File: src/rtl/alu_arbiter.sv
`default_nettype none
// ============================================================================
// Module      : alu_arbiter
// Description : Round-robin arbiter that shares one external combinational
//               ALU between two valid/ready requesters. Each accepted request
//               is registered, executed for one cycle, and its result and
//               zero flag are returned on the owning response channel.
// Revision    : 1.0 - initial release
// ============================================================================
module alu_arbiter #(
    parameter int WIDTH = 32
) (
    input  logic             clk_i,
    input  logic             rst_i,
    // requester 0
    input  logic             req0_valid_i,
    output logic             req0_ready_o,
    input  logic [2:0]       req0_op_i,
    input  logic [WIDTH-1:0] req0_a_i,
    input  logic [WIDTH-1:0] req0_b_i,
    output logic             rsp0_valid_o,
    input  logic             rsp0_ready_i,
    output logic [WIDTH-1:0] rsp0_data_o,
    output logic             rsp0_zero_o,
    // requester 1
    input  logic             req1_valid_i,
    output logic             req1_ready_o,
    input  logic [2:0]       req1_op_i,
    input  logic [WIDTH-1:0] req1_a_i,
    input  logic [WIDTH-1:0] req1_b_i,
    output logic             rsp1_valid_o,
    input  logic             rsp1_ready_i,
    output logic [WIDTH-1:0] rsp1_data_o,
    output logic             rsp1_zero_o,
    // shared ALU
    output logic [2:0]       alu_op_o,
    output logic [WIDTH-1:0] alu_a_o,
    output logic [WIDTH-1:0] alu_b_o,
    input  logic [WIDTH-1:0] alu_data_i,
    input  logic             alu_zero_i,
    output logic             busy_o
);

    typedef enum logic [1:0] {
        S_IDLE = 2'd0,
        S_EXEC = 2'd1,
        S_RESP = 2'd2
    } state_t;

    state_t           r_state;
    state_t           w_state_nxt;

    logic [2:0]       r_op;
    logic [WIDTH-1:0] r_a;
    logic [WIDTH-1:0] r_b;
    logic [WIDTH-1:0] r_res;
    logic             r_zero;
    logic             r_grant;
    logic             r_prio;

    logic             w_winner;
    logic             w_accept;
    logic             w_rsp_hs;

    // Winner selection: a lone requester wins, a tie goes to r_prio.
    always_comb begin
        w_winner = 1'b0;
        if (req0_valid_i && req1_valid_i) begin
            w_winner = r_prio;
        end else if (req1_valid_i) begin
            w_winner = 1'b1;
        end
        // Readies are gated by reset so every output reads 0 while it is held.
        w_accept     = (r_state == S_IDLE) && (req0_valid_i || req1_valid_i) && !rst_i;
        req0_ready_o = w_accept && (w_winner == 1'b0);
        req1_ready_o = w_accept && (w_winner == 1'b1);
        w_rsp_hs     = (r_state == S_RESP) &&
                       ((r_grant == 1'b0) ? rsp0_ready_i : rsp1_ready_i);
    end

    // State register.
    always_ff @(posedge clk_i or posedge rst_i) begin
        if (rst_i) begin
            r_state <= S_IDLE;
        end else begin
            r_state <= w_state_nxt;
        end
    end

    // Next-state logic: IDLE -> EXEC on accept, EXEC -> RESP always, RESP -> IDLE on handshake.
    always_comb begin
        w_state_nxt = r_state;
        case (r_state)
            S_IDLE:  if (w_accept) w_state_nxt = S_EXEC;
            S_EXEC:  w_state_nxt = S_RESP;
            S_RESP:  if (w_rsp_hs) w_state_nxt = S_IDLE;
            default: w_state_nxt = S_IDLE;
        endcase
    end

    // Request capture, result capture and round-robin priority update.
    always_ff @(posedge clk_i or posedge rst_i) begin
        if (rst_i) begin
            r_op    <= 3'd0;
            r_a     <= '0;
            r_b     <= '0;
            r_res   <= '0;
            r_zero  <= 1'b0;
            r_grant <= 1'b0;
            r_prio  <= 1'b0;
        end else begin
            if (w_accept) begin
                r_grant <= w_winner;
                r_op    <= w_winner ? req1_op_i : req0_op_i;
                r_a     <= w_winner ? req1_a_i  : req0_a_i;
                r_b     <= w_winner ? req1_b_i  : req0_b_i;
            end
            if (r_state == S_EXEC) begin
                r_res  <= alu_data_i;
                r_zero <= alu_zero_i;
            end
            if (w_rsp_hs) begin
                r_prio <= ~r_grant;
            end
        end
    end

    // ALU operands come only from registers, so no requester-to-ALU comb path.
    assign alu_op_o     = r_op;
    assign alu_a_o      = r_a;
    assign alu_b_o      = r_b;

    assign rsp0_valid_o = (r_state == S_RESP) && (r_grant == 1'b0);
    assign rsp1_valid_o = (r_state == S_RESP) && (r_grant == 1'b1);
    assign rsp0_data_o  = r_res;
    assign rsp1_data_o  = r_res;
    assign rsp0_zero_o  = r_zero;
    assign rsp1_zero_o  = r_zero;
    assign busy_o       = (r_state != S_IDLE);

endmodule
`default_nettype wire

File: config.mk
export PLATFORM = sky130hd
export DESIGN_NAME = alu_arbiter
export DESIGN_NICKNAME = d
export VERILOG_FILES = /design/src/rtl/alu_arbiter.sv
export SDC_FILE = /design/constraint.sdc
export NUM_CORES = 1
export LEC_CHECK = 0
export BUFFER_PORTS_ARGS = -buffer_cell sky130_fd_sc_hd__buf_2
export CORE_AREA = 2 2 120 122
export CTS_BUF_LIST = sky130_fd_sc_hd__clkbuf_4
export DETAILED_ROUTE_END_ITERATION = 10
export DIE_AREA = 0 0 122 124
export GPL_TIMING_DRIVEN = 0
export PLACE_DENSITY = 0.75
export SLEW_MARGIN = 20
export SYNTH_ARGS = -nofsm -noshare
export SYNTH_HDL_FRONTEND = slang
export SYNTH_SLANG_ARGS = --single-unit
File: constraint.sdc
create_clock -name clk_i -period 3.7 [get_ports clk_i]
set_input_delay 0.37 -clock clk_i [delete_from_list [all_inputs] [get_ports clk_i]]
set_output_delay 0.37 -clock clk_i [all_outputs]
set_load 0.05 [all_outputs]
==> results.sh <==
export IMPL_via_count=4652
export IMPL_synth_top_cell_area_share=0.523
export IMPL_max_stage_delay_ns=0.55
export IMPL_multi_input_comb_area_mm2=0.00190
export IMPL_syn_avg_cell_area_um2=11.4
export IMPL_antenna_found_initial=0
export IMPL_setup_viol=0
export IMPL_yosysMostFrequentCell="dfrtp_1"
export IMPL_fin_area_mm2=0.00691
export IMPL_n_fill_cell=1313
export IMPL_power_leakage_nw=3.58
export IMPL_ctsHoldBuffers=1
export IMPL_clock_skew_ns=0.0185
export IMPL_drc=0
export IMPL_synthArstFlopShare=1.00
export IMPL_synthXorXnorAreaFrac=0
export IMPL_ys_top_cells_by_area="dfrtp_1 (52%), a221o_1 (13%), mux2_2 (7.5%)"
export IMPL_tightest_slew_ns=0.661
export IMPL_power_density_mw_per_mm2=1090
export IMPL_track_usage=0.201
export IMPL_whs_path_depth=2
export IMPL_place_area_mm2=0.00678
export IMPL_start_util=0.363
export IMPL_ys_ff_latch=104
export IMPL_synth_top_family_by_area="simple AND/OR/NAND/NOR gates"
export IMPL_period_share=0.731
export IMPL_ys_types=25
export IMPL_synth_simple_area_share=0.164
export IMPL_max_vdd_ir_drop_v=0.000410
export IMPL_relSlewSlack=0.559
export IMPL_synth_adder_area_share=0
export IMPL_dp_cells=926
export IMPL_drtAntennaViolNets=0
export IMPL_cts_root_buf="clkbuf_4"
export IMPL_synth_edf_count=0
export IMPL_hold_path_end="alu_a_o[8]"
export IMPL_insertedDiodeCount=0
export IMPL_final_net_count=931
export IMPL_core_mm2=0.0137
export IMPL_hold_ws_ns=0.113
export IMPL_startpoint_type="input pin"
export IMPL_cts_tree="yes"
export IMPL_grt_pass1_wl_um=23200
export IMPL_cts_setup_buffers=0
export IMPL_placementRows=43
export IMPL_finalNonFillerCells=940
export IMPL_synthTopCellsByCount="dfrtp_1 (104), a221o_1 (67), nand2_1 (67), nor3_1 (37), buf_4 (34)"
export IMPL_drt_iter0_drc=252
export IMPL_synth_compound_area_frac=0.142
export IMPL_netlist_area_mm2=0.00498
export IMPL_cts_buffers=9
export IMPL_syn_nets=609
export IMPL_drv_slew=0
export IMPL_dr_pass1_iters=4
export IMPL_cts_sinks=104
export IMPL_setup_tns_final_ns=0
export IMPL_wl_um=15600
export IMPL_gp_congestion=0.827
export IMPL_rsz0062_at_grt="no"
export IMPL_grt_pass1_vias=4465
export IMPL_synth_largest_area_cell="dfrtp_1"
export IMPL_path_class="input pin to primary output"
export IMPL_synth_warning_count=0
export IMPL_die_y_um=124
export IMPL_syn_to_final_growth_pct=38.8
export IMPL_die_w_um=122
export IMPL_ys_seq_area_frac=0.523
export IMPL_clock_path_buffers=2
export IMPL_fin_util=0.504
export IMPL_post_cts_resized=0
export IMPL_fin_ws_ns=0.995
export IMPL_syn_inst=436
export IMPL_r2r_end="alu_b_o[23]"
export IMPL_power_total_mw=7.55
export IMPL_ios=311
export IMPL_required_ns=3.33
export IMPL_drive_above_1_share=0.583
export IMPL_maxCapViolCount=0
export IMPL_die_area_mm2=0.0151
export IMPL_cp_end_kind="primary output"
export IMPL_min_period_ns=2.71
export IMPL_port_buffers=309
export IMPL_synthMuxAreaShare=0.0746
export IMPL_reg2reg_slack_ns=1.79
export IMPL_gr_total_overflow=0
export IMPL_cp_arrival_ns=2.34
export IMPL_yosys_most_used_dff="dfrtp_1"
export IMPL_drt_wirelength_per_cell_um=16.6
export IMPL_min_path_type="input pin to register"
export IMPL_grt_max_degree=54
export IMPL_clock_latency_ns=0.47
export IMPL_slowest_stage="dlygate4sd3_1"
export IMPL_cp_max_fo=10
export IMPL_fmax_mhz=370
export IMPL_dp_hpwl_um=12000
export IMPL_path_clk_slew_ns=0.16
export IMPL_r2r_cells=6
export IMPL_reg2reg_from="r_state[0]"
export IMPL_min_from="req0_a_i[8]"
export IMPL_regArea_mm2=0.00260
export IMPL_status="completed"
export IMPL_htreeDepth=3
export IMPL_drt_vias_per_instance=4.95
export IMPL_hold_violations=0
export IMPL_cp_cell_sequence="dlygate4sd3_1, buf_2, or3_1, clkbuf_2, buf_6, buf_6, nor3b_4, buf_2"
export IMPL_post_place_ws_ns=1.55
## registers in the layout, indices dropped and copies added (netlist names)
name and flops:
rsp0_zero_o 1, r_prio 1, alu_op_o 3, r_grant 1
r_state 2, alu_a_o 32, rsp0_data_o 32, alu_b_o 32
## where the power goes
part,leakage [nW],total (mW),switching (mW),internal (mW)
clock network,0.0675,0.555,0.360,0.195
logic,2.25,4.95,3.55,1.39
registers,1.26,2.05,0.365,1.68
total,3.58,7.55,4.28,3.27
## logic make-up after synthesis
family	after synthesis
flops	104
buf+inv	80
mux	33
simple gates	145
compound gates	74
## layout make-up
class	count	area share
clock inverter	4	0.00706
multi-input combinational	252	0.275
buffer	76	0.0670
clock buffer	9	0.00978
inverter	4	0.00290
sequential	104	0.377
tap	180	0.0326
timing repair buffer	311	0.229
## worst max-delay path: cells and delay by family
family        cells  cell delay [ns]
simple gates      2             0.48
buf+inv           6             1.48
## routing by layer
layer | up-vias | track usage | wire (um)
met4 | 0 | 0.0776 | 343
met1 | 2213 | 0.250 | 6230
met3 | 25 | 0.0453 | 1250
li1 | 2203 | - | -
met2 | 211 | 0.340 | 7760
met5 | - | 0 | 0
## how the worst max path moves through the flow
stage | startpoint | endpoint | depth (start not counted)
floorplan | rst_i | alu_a_o[0] | 1
global placement | rst_i | alu_b_o[23] | 2
detailed placement | r_state[0] | req0_ready_o | 5
CTS | rst_i | req1_ready_o | 8
global route | rst_i | req0_ready_o | 7
finish | rst_i | req1_ready_o | 8
## cells in the final DEF, fill, tap and decap left out, types with 4 or more instances in the layout
cell | synthesis | routed
clkbuf_1 | 22 | 22
a221o_1 | 67 | 67
buf_2 | 15 | 324
nor3_1 | 37 | 37
nand2_1 | 67 | 67
clkbuf_4 | 0 | 9
buf_6 | 4 | 4
buf_4 | 34 | 34
nor3_2 | 30 | 30
mux2_2 | 33 | 33
dfrtp_1 | 104 | 104
Note: power is estimated with default switching activity, not from simulation.
